===== config.mk =====
export PLATFORM = sky130hd
export DESIGN_NAME = coin_change_dispenser
export DESIGN_NICKNAME = d
export VERILOG_FILES = /design/src/rtl/vend_pkg.sv /design/src/rtl/coin_pulse_timer.sv /design/src/rtl/coin_change_dispenser.sv
export SDC_FILE = /design/constraint.sdc
export NUM_CORES = 1
export LEC_CHECK = 0
export CORE_MARGIN = 3
export CORE_UTILIZATION = 25
export CTS_CLUSTER_DIAMETER = 30
export DETAILED_ROUTE_END_ITERATION = 8
export MAX_ROUTING_LAYER = met4
export SLEW_MARGIN = 20
export SYNTH_ARGS = -nofsm -noshare
export SYNTH_HDL_FRONTEND = slang
export SYNTH_SLANG_ARGS = --single-unit

===== constraint.sdc =====
create_clock -name clk -period 6.7 [get_ports clk]
set_clock_uncertainty 0.15 [all_clocks]
set_input_delay 1.675 -clock clk [delete_from_list [all_inputs] [get_ports clk]]
set_output_delay 1.675 -clock clk [all_outputs]
set_load 0.03 [all_outputs]

===== src/rtl/vend_pkg.sv =====
// Shared vending-path definitions: FSM state encoding and coin denominations in 50-units.
package vend_pkg;

  typedef enum logic [2:0] {
    IDLE,
    CHECK,
    P100,
    G100,
    P50,
    G50,
    DONE,
    FAULT
  } vend_state_e;

  localparam int unsigned COIN_50  = 1;
  localparam int unsigned COIN_100 = 2;

endpackage


===== src/rtl/coin_pulse_timer.sv =====
// Down-counter timing one coin: PULSE_CYC active cycles, then GAP_CYC gap cycles.
// pulse_end/gap_end flag the last cycle of each phase.
module coin_pulse_timer #(
  parameter int unsigned PULSE_CYC = 4,
  parameter int unsigned GAP_CYC   = 2
) (
  input  logic clk,
  input  logic rst,
  input  logic start,
  output logic pulse_end,
  output logic gap_end
);

  localparam int unsigned MAXC = (PULSE_CYC > GAP_CYC) ? PULSE_CYC : GAP_CYC;
  localparam int unsigned TW   = (MAXC > 1) ? $clog2(MAXC) : 1;

  typedef enum logic [1:0] {T_IDLE, T_PULSE, T_GAP} phase_e;

  phase_e        phase;
  logic [TW-1:0] cnt;

  always_ff @(posedge clk) begin
    if (!rst) begin
      phase <= T_IDLE;
      cnt   <= '0;
    end else if (start) begin
      phase <= T_PULSE;
      cnt   <= TW'(PULSE_CYC - 1);
    end else begin
      case (phase)
        T_PULSE: begin
          if (cnt == '0) begin
            phase <= T_GAP;
            cnt   <= TW'(GAP_CYC - 1);
          end else begin
            cnt <= cnt - TW'(1);
          end
        end
        T_GAP: begin
          if (cnt == '0) phase <= T_IDLE;
          else           cnt   <= cnt - TW'(1);
        end
        default: phase <= T_IDLE;
      endcase
    end
  end

  assign pulse_end = (phase == T_PULSE) && (cnt == '0);
  assign gap_end   = (phase == T_GAP)   && (cnt == '0);

endmodule


===== src/rtl/coin_change_dispenser.sv =====
// Greedy refund payout: 100-coins first, then 50-coins, bounded by on-board inventory.
// Coins are driven to the hopper as timed pulses sequenced around coin_pulse_timer.
module coin_change_dispenser
  import vend_pkg::*;
#(
  parameter int unsigned AMT_W     = 4,
  parameter int unsigned CNT_W     = 6,
  parameter int unsigned PULSE_CYC = 4,
  parameter int unsigned GAP_CYC   = 2
) (
  input  logic             clk,
  input  logic             rst,
  input  logic             req,
  input  logic [AMT_W-1:0] amount,
  input  logic             load,
  input  logic [CNT_W-1:0] load100,
  input  logic [CNT_W-1:0] load50,
  output logic             coin100,
  output logic             coin50,
  output logic             busy,
  output logic             done,
  output logic             fault,
  output logic [CNT_W-1:0] inv100,
  output logic [CNT_W-1:0] inv50
);

  localparam int unsigned W = ((AMT_W > CNT_W) ? AMT_W : CNT_W) + 1;

  vend_state_e      state;
  logic [AMT_W-1:0] amount_q;
  logic [AMT_W-1:0] pend100;
  logic [AMT_W:0]   pend50;

  logic [W-1:0] half, n100_c, n50_c;
  logic         short_c;
  logic         start;
  logic         pulse_end, gap_end;

  // Plan for CHECK, and the timer kick for every coin that is about to go high.
  always_comb begin
    half    = W'(amount_q >> 1);
    n100_c  = (half < W'(inv100)) ? half : W'(inv100);
    n50_c   = W'(amount_q) - W'(COIN_100) * n100_c;
    short_c = n50_c > W'(inv50);
    start   = 1'b0;
    case (state)
      CHECK: start = !short_c && ((n100_c != '0) || (n50_c != '0));
      G100:  start = gap_end && ((pend100 != '0) || (pend50 != '0));
      G50:   start = gap_end && (pend50 != '0);
      default: start = 1'b0;
    endcase
  end

  coin_pulse_timer #(
    .PULSE_CYC (PULSE_CYC),
    .GAP_CYC   (GAP_CYC)
  ) u_timer (
    .clk       (clk),
    .rst       (rst),
    .start     (start),
    .pulse_end (pulse_end),
    .gap_end   (gap_end)
  );

  always_ff @(posedge clk) begin
    if (!rst) begin
      state    <= IDLE;
      amount_q <= '0;
      pend100  <= '0;
      pend50   <= '0;
      coin100  <= 1'b0;
      coin50   <= 1'b0;
      busy     <= 1'b0;
      done     <= 1'b0;
      fault    <= 1'b0;
      inv100   <= '0;
      inv50    <= '0;
    end else begin
      done  <= 1'b0;
      fault <= 1'b0;
      case (state)
        IDLE: begin
          if (load) begin
            inv100 <= load100;
            inv50  <= load50;
          end else if (req) begin
            amount_q <= amount;
            state    <= CHECK;
            busy     <= 1'b1;
          end
        end
        CHECK: begin
          if (short_c) begin
            state <= FAULT;
            fault <= 1'b1;
          end else begin
            pend100 <= n100_c[AMT_W-1:0];
            pend50  <= n50_c[AMT_W:0];
            if (n100_c != '0) begin
              state   <= P100;
              coin100 <= 1'b1;
              inv100  <= inv100 - CNT_W'(1);
            end else if (n50_c != '0) begin
              state  <= P50;
              coin50 <= 1'b1;
              inv50  <= inv50 - CNT_W'(1);
            end else begin
              state <= DONE;
              done  <= 1'b1;
            end
          end
        end
        P100: begin
          if (pulse_end) begin
            coin100 <= 1'b0;
            pend100 <= pend100 - AMT_W'(1);
            state   <= G100;
          end
        end
        G100: begin
          if (gap_end) begin
            if (pend100 != '0) begin
              state   <= P100;
              coin100 <= 1'b1;
              inv100  <= inv100 - CNT_W'(1);
            end else if (pend50 != '0) begin
              state  <= P50;
              coin50 <= 1'b1;
              inv50  <= inv50 - CNT_W'(1);
            end else begin
              state <= DONE;
              done  <= 1'b1;
            end
          end
        end
        P50: begin
          if (pulse_end) begin
            coin50 <= 1'b0;
            pend50 <= pend50 - (AMT_W+1)'(1);
            state  <= G50;
          end
        end
        G50: begin
          if (gap_end) begin
            if (pend50 != '0) begin
              state  <= P50;
              coin50 <= 1'b1;
              inv50  <= inv50 - CNT_W'(1);
            end else begin
              state <= DONE;
              done  <= 1'b1;
            end
          end
        end
        DONE, FAULT: begin
          state <= IDLE;
          busy  <= 1'b0;
        end
        default: begin
          state <= IDLE;
          busy  <= 1'b0;
        end
      endcase
    end
  end

endmodule

==> results_dict.tcl <==
set metrics [dict create \
    maxCapViolCount 0 \
    drt-initial-drc-count 169 \
    rsz0062_at_grt "no" \
    finalSetupViolCount 0 \
    tns_ns 0 \
    start_util_pct 25.8 \
    r2r-start "inv100[1]$_SDFFE_PN0P_" \
    grt_overflow 0 \
    hold_violations 0 \
    io_pins 37 \
    die_x_um 109 \
    cts-root-buf "clkbuf_8" \
    die-area_mm2 0.0119 \
    syn_nets 388 \
    seqPwrFrac_pct 22.3 \
    viasPerCell 5.04 \
    synth_top_area_share_pct 27.9 \
    ir_drop_uv 217 \
    area_delta_synth_final_pct 21.7 \
    cp_data_required_time_ns 6.70 \
    grt_use_total_pct 13.0 \
    r2r_slack_ns 2.01 \
    hp-start "busy$_SDFFE_PN0P_" \
    antenna_found_initial 0 \
    yosys.area_share.simple_pct 24.5 \
    switching_share_pct 50.5 \
    wl_per_cell_um 14.0 \
    dpl.hpwl_um 5370 \
    cts_buffer_depth 2 \
    synth-main-ff-cell "dfxtp_1" \
    yosys.cell_count.top_type "nor2_1" \
    startpoint_type "register" \
    fillCellCount 1107 \
    cts.repair.resized 0 \
    p_leak_uw 0.00124 \
    yosys.area.top_type "dfxtp_1" \
    syn_area_per_cell_um2 7.53 \
    routabilityCongestion 0.825 \
    vias 2618 \
    cts_made_buffers 5 \
    synth_compound_area_share_pct 28.5 \
    core_area_mm2 0.0103 \
    final_cells 519 \
    ys_top_cells_by_area "dfxtp_1 (28%), ha_1 (7.1%), a21oi_1 (6.4%), o21ai_0 (6.2%), nor2_1 (5.4%)" \
    die_h_um 109 \
    fin_crit_sh_pct 70.0 \
    cts_setup_buffers 0 \
    cp_data_arrival_time_ns 4.69 \
    clkTransAtPathRegs_ns 0.08 \
    postRouteAntennaNets 0 \
    drive_gt1_share_pct 8.36 \
    fin_nets 417 \
    synth_top_family_by_area "compound AO/OA/AOI/OAI gates" \
    crit_type "reg -> reg" \
    relSlewSlack_pct 32.2 \
    final_core_util_pct 31.3 \
    grt_pass1_vias 2491 \
    grt_pass1_wl_um 12200 \
    ys_seq_area_share_pct 27.9 \
    fp-row-count 37 \
    synth-adder-area-share_pct 7.44 \
    worst_r2r_path_depth 21 \
    placed_cells 511 \
    syn_area_mm2 0.00266 \
    clock_latency_ns 0.29 \
    worst_pin_slew_ns 1.02 \
    fin_crit_ns 4.69 \
    power_density_mw_per_mm2 518 \
    ys_seq_elements 37 \
    grt_max_degree 30 \
    cts_tree "yes" \
    synthMuxAreaShare_pct 5.84 \
    firstDrtPassIters 4 \
    r2r-end "inv50[0]$_SDFFE_PN0P_" \
    io_buffer_count 36 \
    routed_wl_um 7260 \
    synthCells 353 \
    cts.sinks 37 \
    async_reset_ff_share_pct 0 \
    fmax_ghz 0.213 \
    min_to "busy$_SDFFE_PN0P_" \
    critPathMaxFanout 8 \
    p_comb_share_pct 67.1 \
    worst_hold_path.num_cells 2 \
    post-route-drc-count 0 \
    synthTopCellsByCount "nor2_1 (38), dfxtp_1 (37), a21oi_1 (34)" \
    antenna-diode-count 0 \
    cts_hold_buf 0 \
    worst_setup_path_end_kind "register" \
    outcome "finished, final reports clean" \
    synth_edf_count 0 \
    p_int_uw 829 \
    htreeDepth 2 \
    final_max_slew_viol_count 0 \
    clockPowerShare_pct 10.6 \
    synth.distinct_cells 57 \
    synth-xor-area-share_pct 0.659 \
    hold_path_class "reg -> reg" \
    synth_warnings 0 \
    power_switching_uw 846 \
]
## state kept, by name (all words and copies together) (netlist names), 2 cells and up
| name | count |
|---|---|
| pend100 | 4 |
| state | 3 |
| amount_q | 4 |
| inv50 | 6 |
| inv100 | 6 |
| pend50 | 5 |
| u_timer.cnt | 2 |
| u_timer.phase | 2 |
## critical path, stage by stage, from the launching register on
cell and delay, ns:
dfxtp_1 0.46, inv_1 0.10, ha_1 0.28, nand2_1 0.06
o21ai_2 0.25, nand2_2 0.19, nand2_1 0.10, o21ai_0 0.11
ha_1 0.23, inv_1 0.06, ha_1 0.19, nand2b_1 0.16
nor2_1 0.06, a211oi_2 0.30, nand2_1 0.10, ha_1 0.31
a211oi_1 0.23, a21oi_1 0.14, a21o_2 0.25, o31ai_4 0.46
a311o_1 0.27, o41ai_2 0.07
## layout by cell type, fill, tap and decap left out, drive strengths merged, types with 3 or more instances in the layout
cell           synthesis  routed
nand2                 35      35
a31oi                  5       5
a21oi                 36      36
or2                    3       3
dfxtp                 37      37
nand3                 12      12
o21ai                 35      35
nand2b                 6       6
nor3                   9       9
a211oi                 4       4
mux2i                 12      12
o211ai                 7       7
and3                   4       4
ha                    15      15
or3                    3       3
o22ai                  3       3
o31ai                  7       7
inv                   22      22
nor2b                  9       9
o41ai                  3       3
nor3b                  3       3
nor2                  38      38
clkbuf                10       7
clkdlybuf4s50          0      36
## stage by stage
stage                     total power [uW]  hold WS [ns]  worst slack (ns)  cell area, um^2
after floorplan                       1210         0.310              2.33             2660
after global placement                1470         0.291              2.19             3130
after detailed placement              1490         0.302              2.04             3130
after CTS                             1680         0.314              2.02             3240
after global routing                  1830         0.346              1.56             3240
final                                 1680         0.302              2.01             3240
## worst max-delay path by stage
stage / start / endpoint / slack, ns / cells after the start
after floorplan: inv100[1]$_SDFFE_PN0P_ / inv50[0]$_SDFFE_PN0P_ / 2.33 / 21
after global placement: inv100[1]$_SDFFE_PN0P_ / inv50[0]$_SDFFE_PN0P_ / 2.19 / 21
after detailed placement: inv100[1]$_SDFFE_PN0P_ / inv50[0]$_SDFFE_PN0P_ / 2.04 / 21
after CTS: inv100[1]$_SDFFE_PN0P_ / inv50[0]$_SDFFE_PN0P_ / 2.02 / 21
after global routing: inv100[1]$_SDFFE_PN0P_ / pend50[0]$_SDFFE_PN0P_ / 1.56 / 22
final: inv100[1]$_SDFFE_PN0P_ / inv50[0]$_SDFFE_PN0P_ / 2.01 / 21
## per-layer routing
metal	share of wire (%)	global-route usage (%)	vias up	wire (um)
met3	4.8	2.37	7	348
met1	49	17.8	1213	3590
met5	0	-	-	0
met4	1.4	3.07	0	103
met2	44	20.0	63	3220
li1	-	-	1335	-
## cell type report
| type | count | area [um^2] | share of cell area (%) |
|---|---|---|---|
| flip-flops and latches | 37 | 741 | 22.9 |
| clock buffers | 7 | 96.3 | 2.98 |
| inverters | 22 | 82.6 | 2.55 |
| well taps | 136 | 170 | 5.26 |
| multi-input cells | 280 | 1780 | 55.0 |
| repair buffers | 36 | 360 | 11.1 |
| clock inverters | 1 | 5.00 | 0.155 |
## power by group through the flow
stage / logic (uW) / clock network [uW] / registers (uW)
2_1_floorplan: 800 / 0 / 413
4_1_cts: 1120 / 183 / 373
3_3_place_gp: 1100 / 0 / 375
6_report: 1120 / 178 / 373
3_5_place_dp: 1110 / 0 / 378
5_1_grt: 1240 / 192 / 390
## cells by family after synthesis
kind of cell	count (synthesis)
compound gates	116
mux	14
flops	37
xor+xnor	2
simple gates	132
fa+ha+maj	16
buf+inv	36
Power figures use the tool's default switching activity.
